### src/rtl/lsu_mem_initiator.sv
// Load/store initiator: turns byte/half/word pipeline ops into word-only memory
// transactions, with read-modify-write for sub-word stores and lane extension for loads.
module lsu_mem_initiator #(
    parameter int ADDR_W = 30
) (
    input  logic              clk,
    input  logic              reset,
    input  logic              req_valid,
    input  logic              req_we,
    input  logic [1:0]        req_size,
    input  logic              req_unsigned,
    input  logic [31:0]       req_addr,
    input  logic [31:0]       req_wdata,
    output logic              busy,
    output logic              rsp_valid,
    output logic [31:0]       rsp_rdata,
    output logic              rsp_err,
    output logic              mem_req,
    output logic              mem_we,
    output logic [ADDR_W-1:0] mem_addr,
    output logic [31:0]       mem_wdata,
    input  logic              mem_ready,
    input  logic              mem_rvalid,
    input  logic [31:0]       mem_rdata
);

    typedef enum logic [2:0] {
        S_IDLE, S_RD, S_RWAIT, S_WR, S_ERR, S_DONE
    } state_t;

    state_t state, state_nxt;

    logic              we_q;
    logic [1:0]        size_q;
    logic              uns_q;
    logic [ADDR_W+1:0] addr_q;
    logic [31:0]       wdata_q;
    logic [31:0]       rword_q;
    logic              err_q;

    logic        capture;
    logic        misaligned;
    logic [7:0]  byte_lane;
    logic [15:0] half_lane;
    logic [31:0] load_data;
    logic [31:0] merged;

    assign capture    = (state == S_IDLE) && req_valid;
    assign misaligned = (req_size == 2'b11)
                      || ((req_size == 2'b01) && req_addr[0])
                      || ((req_size == 2'b10) && (req_addr[1:0] != 2'b00));

    always_ff @(posedge clk or posedge reset) begin
        if (reset) begin
            state   <= S_IDLE;
            we_q    <= 1'b0;
            size_q  <= 2'b00;
            uns_q   <= 1'b0;
            addr_q  <= '0;
            wdata_q <= '0;
            rword_q <= '0;
            err_q   <= 1'b0;
        end else begin
            state <= state_nxt;
            if (capture) begin
                we_q    <= req_we;
                size_q  <= req_size;
                uns_q   <= req_unsigned;
                addr_q  <= req_addr[ADDR_W+1:0];
                wdata_q <= req_wdata;
                err_q   <= misaligned;
            end
            if ((state == S_RWAIT) && mem_rvalid) begin
                rword_q <= mem_rdata;
            end
        end
    end

    always_comb begin
        state_nxt = state;
        case (state)
            S_IDLE: begin
                if (req_valid) begin
                    if (misaligned)                          state_nxt = S_ERR;
                    else if (req_we && (req_size == 2'b10))  state_nxt = S_WR;
                    else                                     state_nxt = S_RD;
                end
            end
            S_RD:    if (mem_ready)  state_nxt = S_RWAIT;
            S_RWAIT: if (mem_rvalid) state_nxt = we_q ? S_WR : S_DONE;
            S_WR:    if (mem_ready)  state_nxt = S_DONE;
            S_ERR:   state_nxt = S_DONE;
            S_DONE:  state_nxt = S_IDLE;
            default: state_nxt = S_IDLE;
        endcase
    end

    always_comb begin
        byte_lane = rword_q[7:0];
        case (addr_q[1:0])
            2'b00: byte_lane = rword_q[7:0];
            2'b01: byte_lane = rword_q[15:8];
            2'b10: byte_lane = rword_q[23:16];
            2'b11: byte_lane = rword_q[31:24];
            default: byte_lane = rword_q[7:0];
        endcase
        half_lane = addr_q[1] ? rword_q[31:16] : rword_q[15:0];

        load_data = rword_q;
        case (size_q)
            2'b00: load_data = uns_q ? {24'h000000, byte_lane} : {{24{byte_lane[7]}}, byte_lane};
            2'b01: load_data = uns_q ? {16'h0000, half_lane} : {{16{half_lane[15]}}, half_lane};
            default: load_data = rword_q;
        endcase
    end

    // Sub-word stores overwrite only the addressed lane of the word just read.
    always_comb begin
        merged = rword_q;
        case (size_q)
            2'b00: begin
                case (addr_q[1:0])
                    2'b00: merged[7:0]   = wdata_q[7:0];
                    2'b01: merged[15:8]  = wdata_q[7:0];
                    2'b10: merged[23:16] = wdata_q[7:0];
                    2'b11: merged[31:24] = wdata_q[7:0];
                    default: merged = rword_q;
                endcase
            end
            2'b01: begin
                if (addr_q[1]) merged[31:16] = wdata_q[15:0];
                else           merged[15:0]  = wdata_q[15:0];
            end
            default: merged = wdata_q;
        endcase
    end

    assign mem_req   = (state == S_RD) || (state == S_WR);
    assign mem_we    = (state == S_WR);
    assign mem_addr  = addr_q[ADDR_W+1:2];
    assign mem_wdata = (state == S_WR) ? merged : 32'h0000_0000;

    assign busy      = (state == S_IDLE) ? req_valid : (state != S_DONE);
    assign rsp_valid = (state == S_DONE);
    assign rsp_err   = (state == S_DONE) && err_q;
    assign rsp_rdata = ((state == S_DONE) && !we_q && !err_q) ? load_data : 32'h0000_0000;

endmodule

### config.mk
export PLATFORM = sky130hd
export DESIGN_NAME = lsu_mem_initiator
export DESIGN_NICKNAME = d
export VERILOG_FILES = /design/src/rtl/lsu_mem_initiator.sv
export SDC_FILE = /design/constraint.sdc
export NUM_CORES = 1
export LEC_CHECK = 0
export ABC_AREA = 1
export CAP_MARGIN = 20
export CORE_MARGIN = 8
export CORE_UTILIZATION = 40
export DETAILED_ROUTE_END_ITERATION = 7
export DONT_BUFFER_PORTS = 1
export GPL_TIMING_DRIVEN = 1
export PLACE_DENSITY = 0.6
export SLEW_MARGIN = 20
export SYNTH_ARGS = -nofsm -noshare
export SYNTH_HDL_FRONTEND = slang
export SYNTH_SLANG_ARGS = --single-unit
### constraint.sdc
create_clock -name clk -period 2.9 [get_ports clk]
set_clock_uncertainty 0.2 [all_clocks]
set_input_delay 0.29 -clock clk [delete_from_list [all_inputs] [get_ports clk]]
set_output_delay 0.29 -clock clk [all_outputs]
set_load 0.02 [all_outputs]
==> results.rst, run 1 <==
.. list-table::
   :header-rows: 1

   * - Metric
     - Value
   * - Clock tree from TritonCTS
     - yes
   * - Routed length per placed instance
     - 17.8 µm
   * - Highest clock frequency the design can meet
     - between 0.3 and 0.4 GHz
   * - Endpoints failing setup
     - 0
   * - Crit path cell chain
     - buf_4 > inv_1 > o21ai_2 > nand2_1 > a31oi_1 > buf_4
   * - Post-route fraction of the period consumed by the critical path
     - between 90 and 100%
   * - Total number of clock tree sinks
     - between 100 and 150
   * - Buffer type at the clock tree root
     - sky130_fd_sc_hd__clkbuf_16
   * - Instance count of the mapped netlist
     - 930
   * - Max-capacitance violation count
     - 0
   * - Detailed router's first-iteration violation count
     - approximately 580
   * - Pin count of the biggest net entering global routing
     - 86
   * - Number of antenna repair diodes
     - 0
   * - Overall die area
     - 20500 µm²
   * - Final Max Slew Viols
     - 0
   * - Sum of negative setup slack
     - 0 ns
   * - Number of top-level pins
     - just over 200
   * - Hold Crit Class
     - in2reg
   * - Effective utilization at floorplan
     - around two fifths
   * - Total routed wirelength
     - 22.2 mm
   * - Maximum clock path buffer count
     - 2
   * - Synthesis-to-layout area growth
     - 24.6%
   * - Critical Setup Path Class
     - reg2out
   * - Critical Path Most Common Cell
     - sky130_fd_sc_hd__buf_4
   * - Critical path's slowest cell
     - sky130_fd_sc_hd__dfrtp_1
   * - Crit path launch type
     - register
   * - Netlist area before placement
     - about 6500 µm²
   * - Area of the placeable core
     - 15800 µm²
   * - Fraction of layout instances using a drive strength above 1
     - a little under an eighth
   * - Signal arrival time at the worst endpoint
     - 2.27 ns
   * - Clk Latency, worst-skew pair
     - 0.35 ns
   * - Largest vdd supply drop
     - ~430 µV
   * - Overall Global Routing Usage
     - 21.3%
   * - Slew HR
     - 45.6%
   * - Maximum level of the CTS H-tree
     - 3
   * - Die Height
     - ~140 µm
   * - Antenna violations before repair
     - 0
   * - Routed Antenna Nets
     - 0
   * - RePlAce Congestion
     - between 0.9 and 1
   * - YS warnings
     - 0
   * - Number of nets in the finished design
     - approximately 1100
   * - Number of cell rows
     - 46
   * - Post-route total power
     - between 8 and 9 mW
   * - Post-detailed-route via-to-cell ratio
     - 5.18
   * - DRT Pass-1 Iters
     - 6
   * - Clock-pin slew on the worst setup and hold paths
     - roughly 0.08 ns
   * - Unrepaired setup endpoints after global routing
     - no
   * - Post-Syn Nets
     - 1035
   * - HPWL reported at the end of detailed placement
     - 16.0 mm
   * - First-pass GRT wire length
     - ~34 mm
   * - Most area-consuming cells after synthesis
     - sky130_fd_sc_hd__dfrtp_1, sky130_fd_sc_hd__nand2_1, sky130_fd_sc_hd__o21ai_0
   * - Fill cell count
     - 1570
   * - Maximum single-stage delay on the critical path
     - between 0.6 and 0.7 ns
   * - Final-layout worst hold slack
     - roughly 0.072 ns
   * - CP delay by family, top
     - flip-flops
   * - Total CTS buffers
     - 9
   * - Slew of the pin with the lowest slew margin
     - between 0.8 and 0.9 ns
   * - Leakage component of the power
     - between 3 and 4 nW
   * - Vias in the first global route
     - approximately 6200
   * - Outcome
     - finished, final reports clean
   * - FF+latch count, synth
     - between 100 and 150
   * - Synth unique cells
     - 30
   * - Final Hold Violating Endpoints
     - 0
   * - Area share of the leading cell type in the synthesized netlist
     - around two fifths
   * - DRC
     - 0
   * - Power density of the placed cells
     - between 1000 and 1500 nW/µm²
   * - Die width
     - roughly 140 µm
   * - Post-Synthesis Mean Instance Area
     - 6.95 µm²
   * - Worst-path maximum fanout
     - 15
   * - Post-synth top area cell
     - sky130_fd_sc_hd__dfrtp_1
   * - Critical path required time
     - approximately 2.4 ns
   * - Number of port buffers
     - 0
   * - Buffers plus inverters on the worst setup path
     - 3
   * - Total via count in the routed design
     - 6457
   * - Final Critical Period
     - about 2.8 ns
   * - Type of element capturing the critical path
     - primary output
   * - Fraction of the yosys area taken by sequential cells
     - between 40% and 50%
   * - Remaining global-route overflow
     - 0
## stage by stage
step / area, µm² / cells / setup WS, ns / util, %
2_1_floorplan: 6470 / 930 / 0.908 / -
3_3_place_gp: 6690 / 1127 / 0.469 / 42.3
3_5_place_dp: 6690 / 1127 / 0.458 / 42.3
4_1_cts: 8040 / 1247 / 0.0679 / 50.8
5_1_grt: 8050 / 1247 / 0.0285 / 50.9
6_report: 8050 / 1247 / 0.139 / 50.9
## tightest hold or removal path: cells and delay by family
family / cells / cell delay, ns
buffers and inverters: 1 / 0.05
AND/OR/NAND/NOR: 5 / 0.25
## state kept, by name, summed over array words and instances (netlist names)
| name | flops |
|---|---|
| addr_q | 32 |
| state | 3 |
| size_q | 2 |
| wdata_q | 32 |
| err_q | 1 |
| uns_q | 1 |
| we_q | 1 |
| rword_q | 32 |
## per-layer routing
metal / wire length (µm) / up-vias / track usage (%)
met5: 0 / - / 0
met4: 412 / 0 / 6.60
met3: 2020 / 33 / 4.77
met1: 9730 / 2938 / 28.4
met2: 10000 / 354 / 33.5
li1: - / 3132 / -
## synthesized netlist by cell type (all sizes together)
cell type,number
clkbuf,8
o21bai,1
o211ai,22
nand2,352
o21ai,82
a21oi,62
nand3,52
buf,76
nor3,10
dfrtp,104
inv,74
nor2,75
a31oi,10
nor3b,1
a211oi,1
## path summary, 6_finish.rpt
path,startpoint,to,slack [ns],cells after the start
min,req_size[1],state[1],0.07,6
min reg2reg,wdata_q[28],wdata_q[28],0.27,2
max in group asynchronous,reset,wdata_q[4],1.42,3
min in group asynchronous,reset,addr_q[9],0.35,2
max reg2reg,state[0],wdata_q[0],0.69,6
max,size_q[1],mem_wdata[14],0.14,6
## layout make-up
cell class / instances / area [µm²] / area share (%)
inverter: 74 / 284 / 3.53
multi-input combinational: 668 / 3040 / 37.8
clock inverter: 6 / 73.8 / 0.917
clock buffer: 10 / 239 / 2.97
tap: 216 / 270 / 3.36
sequential: 104 / 2600 / 32.3
timing repair buffer: 169 / 1540 / 19.1
## placed cells by master (no fill, tap or decap), types with 2 or more instances in the layout
cell	Yosys	routed
sky130_fd_sc_hd__nand3_2	2	2
sky130_fd_sc_hd__clkinvlp_4	0	3
sky130_fd_sc_hd__inv_1	67	66
sky130_fd_sc_hd__o211ai_1	22	22
sky130_fd_sc_hd__nor2_4	3	5
sky130_fd_sc_hd__o21ai_0	76	76
sky130_fd_sc_hd__nand3_1	50	50
sky130_fd_sc_hd__dlygate4sd3_1	0	104
sky130_fd_sc_hd__nand2_2	3	4
sky130_fd_sc_hd__nor2_1	66	66
sky130_fd_sc_hd__nand2_1	349	348
sky130_fd_sc_hd__nor2_2	4	2
sky130_fd_sc_hd__a21oi_2	11	11
sky130_fd_sc_hd__inv_6	0	2
sky130_fd_sc_hd__a31oi_1	10	10
sky130_fd_sc_hd__clkbuf_16	0	9
sky130_fd_sc_hd__dfrtp_1	104	103
sky130_fd_sc_hd__inv_2	6	6
sky130_fd_sc_hd__nor2_8	2	2
sky130_fd_sc_hd__nor3_1	8	8
sky130_fd_sc_hd__a21oi_1	51	51
sky130_fd_sc_hd__o21ai_1	5	5
sky130_fd_sc_hd__buf_4	38	64
## where the power goes
part,internal (mW),switching (mW)
Combinational,1.29,2.75
Clock,0.706,0.590
Sequential,2.13,0.990
## timing repair
action,CTS,global route
endpoints found under the hold margin,133,0
endpoints found under the setup margin,0,14
resized for setup,0,3
setup buffers,0,0
hold buffers,104,0
## cell families after synthesis
group,synth area share [%]
compound gates,15.6
buf+inv,12.9
flops,40.3
simple gates,31.2
(Power assumes the default switching activity.)
==> inputs of run 2 (changes only) <==
--- a/config.mk
+++ b/config.mk
@@ -13,6 +13,7 @@
 export DONT_BUFFER_PORTS = 1
 export GPL_TIMING_DRIVEN = 1
 export PLACE_DENSITY = 0.6
+export RECOVER_POWER = 25
 export SLEW_MARGIN = 20
 export SYNTH_ARGS = -nofsm -noshare
 export SYNTH_HDL_FRONTEND = slang
==> results.rst, run 2 (same netlist as run 1, synthesis figures left out) <==
.. list-table::
   :header-rows: 1

   * - Metric
     - Value
   * - Vias in the first global route
     - around 6200
   * - Hold Crit Class
     - in2reg
   * - Highest clock frequency the design can meet
     - between 0.3 and 0.4 GHz
   * - Switching power
     - between 4 and 5 mW
   * - Total number of clock tree sinks
     - around 100
   * - Buffer type at the clock tree root
     - sky130_fd_sc_hd__clkbuf_16
   * - Final Max Slew Viols
     - 34
   * - Total internal power
     - 4.12 mW
   * - Largest vdd supply drop
     - ~430 µV
   * - Maximum clock path buffer count
     - 2
   * - Synthesis-to-layout area growth
     - 24.5%
   * - Number of top-level pins
     - around 200
   * - Min-Delay Path Depth
     - 6
   * - Die Height
     - between 100 and 150 µm
   * - Post-route fraction of the period consumed by the critical path
     - a little over nine tenths
   * - Top library cells by usage in the layout, fill and taps aside
     - sky130_fd_sc_hd__nand2_1, sky130_fd_sc_hd__dlygate4sd3_1, sky130_fd_sc_hd__dfrtp_1
   * - Final Hold Violating Endpoints
     - 0
   * - Slew HR
     - -3.21%
   * - Maximum level of the CTS H-tree
     - 3
   * - Signal arrival time at the worst endpoint
     - 2.27 ns
   * - Number of nets in the finished design
     - approximately 1100
   * - Clock tree from TritonCTS
     - yes
   * - Number of cell rows
     - between 40 and 50
   * - Fraction of layout instances using a drive strength above 1
     - a little under an eighth
   * - Die width
     - about 140 µm
   * - Violated checks
     - capacitance limit, slew limit
   * - Critical Setup Path Class
     - reg2out
   * - Layout Cells excl Fill
     - 1247
   * - Worst-path maximum fanout
     - 16
   * - Final Critical Period
     - 2.76 ns
   * - Type of element capturing the critical path
     - primary output
   * - Antenna violations before repair
     - 0
   * - Pin count of the biggest net entering global routing
     - 86
   * - Total routed wirelength
     - between 20 and 25 mm
   * - Routed Antenna Nets
     - 0
   * - HPWL reported at the end of detailed placement
     - between 15 and 20 mm
   * - Power density of the placed cells
     - 1050 nW/µm²
   * - Maximum single-stage delay on the critical path
     - 0.50 ns
   * - Total CTS buffers
     - 9
   * - Remaining global-route overflow
     - 0
   * - Routed length per placed instance
     - about 18 µm
   * - Critical path's slowest cell
     - sky130_fd_sc_hd__dfrtp_1
   * - Placed Instances
     - 1127
   * - Switching share of power
     - approximately half
   * - Fill cell count
     - around 1600
   * - Crit path launch type
     - register
   * - Overall Global Routing Usage
     - roughly a fifth
   * - Number of port buffers
     - 0
   * - Worst Reg-to-Reg Cells
     - 6
   * - Sequential cell area
     - ~2600 µm²
   * - Combinational Power Share
     - between 40% and 50%
   * - Leakage component of the power
     - just under 4 nW
   * - DRT Pass-1 Iters
     - 5
   * - Unrepaired setup endpoints after global routing
     - no
   * - Endpoints failing setup
     - 0
   * - First-pass GRT wire length
     - between 30 and 40 mm
   * - Detailed router's first-iteration violation count
     - around 560
   * - Portion of total power attributed to the clock network
     - ~15%
   * - Clk Latency, worst-skew pair
     - approximately 0.35 ns
   * - Area of the placeable core
     - between 15000 and 20000 µm²
   * - Number of antenna repair diodes
     - 0
   * - Effective utilization at floorplan
     - 40.8%
   * - Combined area of the multi-input logic cells
     - 3040 µm²
   * - Sum of negative setup slack
     - 0 ns
   * - RePlAce Congestion
     - 0.914
   * - Clock-pin slew on the worst setup and hold paths
     - around 0.080 ns
   * - Max-capacitance violation count
     - 1
   * - Crit path cell chain
     - inv_1 > nand3_1 > nand3_1 > nand3_2 > buf_4 > a21oi_1 > buf_4
   * - Outcome
     - finished, violations left
   * - Total via count in the routed design
     - around 6400
   * - Overall die area
     - 20500 µm²
   * - Critical path required time
     - around 2.4 ns
   * - Post-detailed-route via-to-cell ratio
     - 5.15
   * - Seq pwr share
     - a little under two fifths
   * - Biggest registers after layout
     - addr_q (32), rword_q (32), wdata_q (32)
   * - DRC
     - 0
   * - Most common cell after layout, fill and taps aside
     - sky130_fd_sc_hd__nand2_1
   * - Slew of the pin with the lowest slew margin
     - ~1.5 ns
## run 2: worst paths after layout
check                       startpoint             to  slack [ns]
setup / recovery             addr_q[0]  rsp_rdata[17]        0.14
hold / removal             req_size[1]       state[1]        0.07
setup reg to reg              state[0]     wdata_q[0]        0.69
hold reg to reg            wdata_q[28]    wdata_q[28]        0.27
max in group asynchronous        reset    wdata_q[31]        0.85
min in group asynchronous        reset      addr_q[9]        0.57
## run 2: layer usage
metal | part of all wire [%] | vias to the layer above | GRT usage, %
met5 | 0 | - | 0
met4 | 1.9 | 0 | 6.60
met3 | 8.9 | 33 | 4.77
met2 | 45 | 335 | 33.5
met1 | 44 | 2928 | 28.4
li1 | - | 3132 | -
## run 2: cell type report
cell class | instances | area share, %
Multi-Input combinational cell | 668 | 37.8
Clock inverter | 6 | 0.917
Clock buffer | 10 | 2.97
Tap cell | 216 | 3.36
Inverter | 74 | 3.50
Timing Repair Buffer | 169 | 19.1
Sequential cell | 104 | 32.4
## run 2: metrics by stage
step / utilization (%) / power [mW] / area [µm²] / hold WS (ns) / setup WS [ns]
4_1_cts: 50.8 / 8.40 / 8040 / 0.0547 / 0.0679
3_3_place_gp: 42.3 / 6.93 / 6690 / 0.129 / 0.469
6_report: 50.8 / 8.46 / 8050 / 0.0723 / 0.136
5_1_grt: 50.8 / 9.08 / 8050 / 0.0881 / 0.0285
3_5_place_dp: 42.3 / 6.97 / 6690 / 0.133 / 0.458
2_1_floorplan: - / 6.21 / 6470 / 0.207 / 0.908
## run 2: repair_timing
action	4_1_cts	5_1_grt
endpoints found under the hold margin	133	0
gates resized for setup	0	3
hold buffers	104	0
setup endpoints to repair	0	14
setup buffers	0	0
## run 2: worst max-delay path, delay by kind of cell, from the launching register on
kind	cells	cell delay (ns)
AOI/OAI and AO/OA	1	0.17
buffers and inverters	3	0.80
DFF	1	0.50
and+or+nand+nor	3	0.45
## run 2: power groups by stage
stage	Sequential [mW]	Combinational [mW]	Clock [mW]
2_1_floorplan	2.51	3.69	0
3_3_place_gp	3.10	3.82	0
3_5_place_dp	3.10	3.87	0
4_1_cts	3.09	3.99	1.31
5_1_grt	3.19	4.53	1.37
6_report	3.12	4.04	1.30
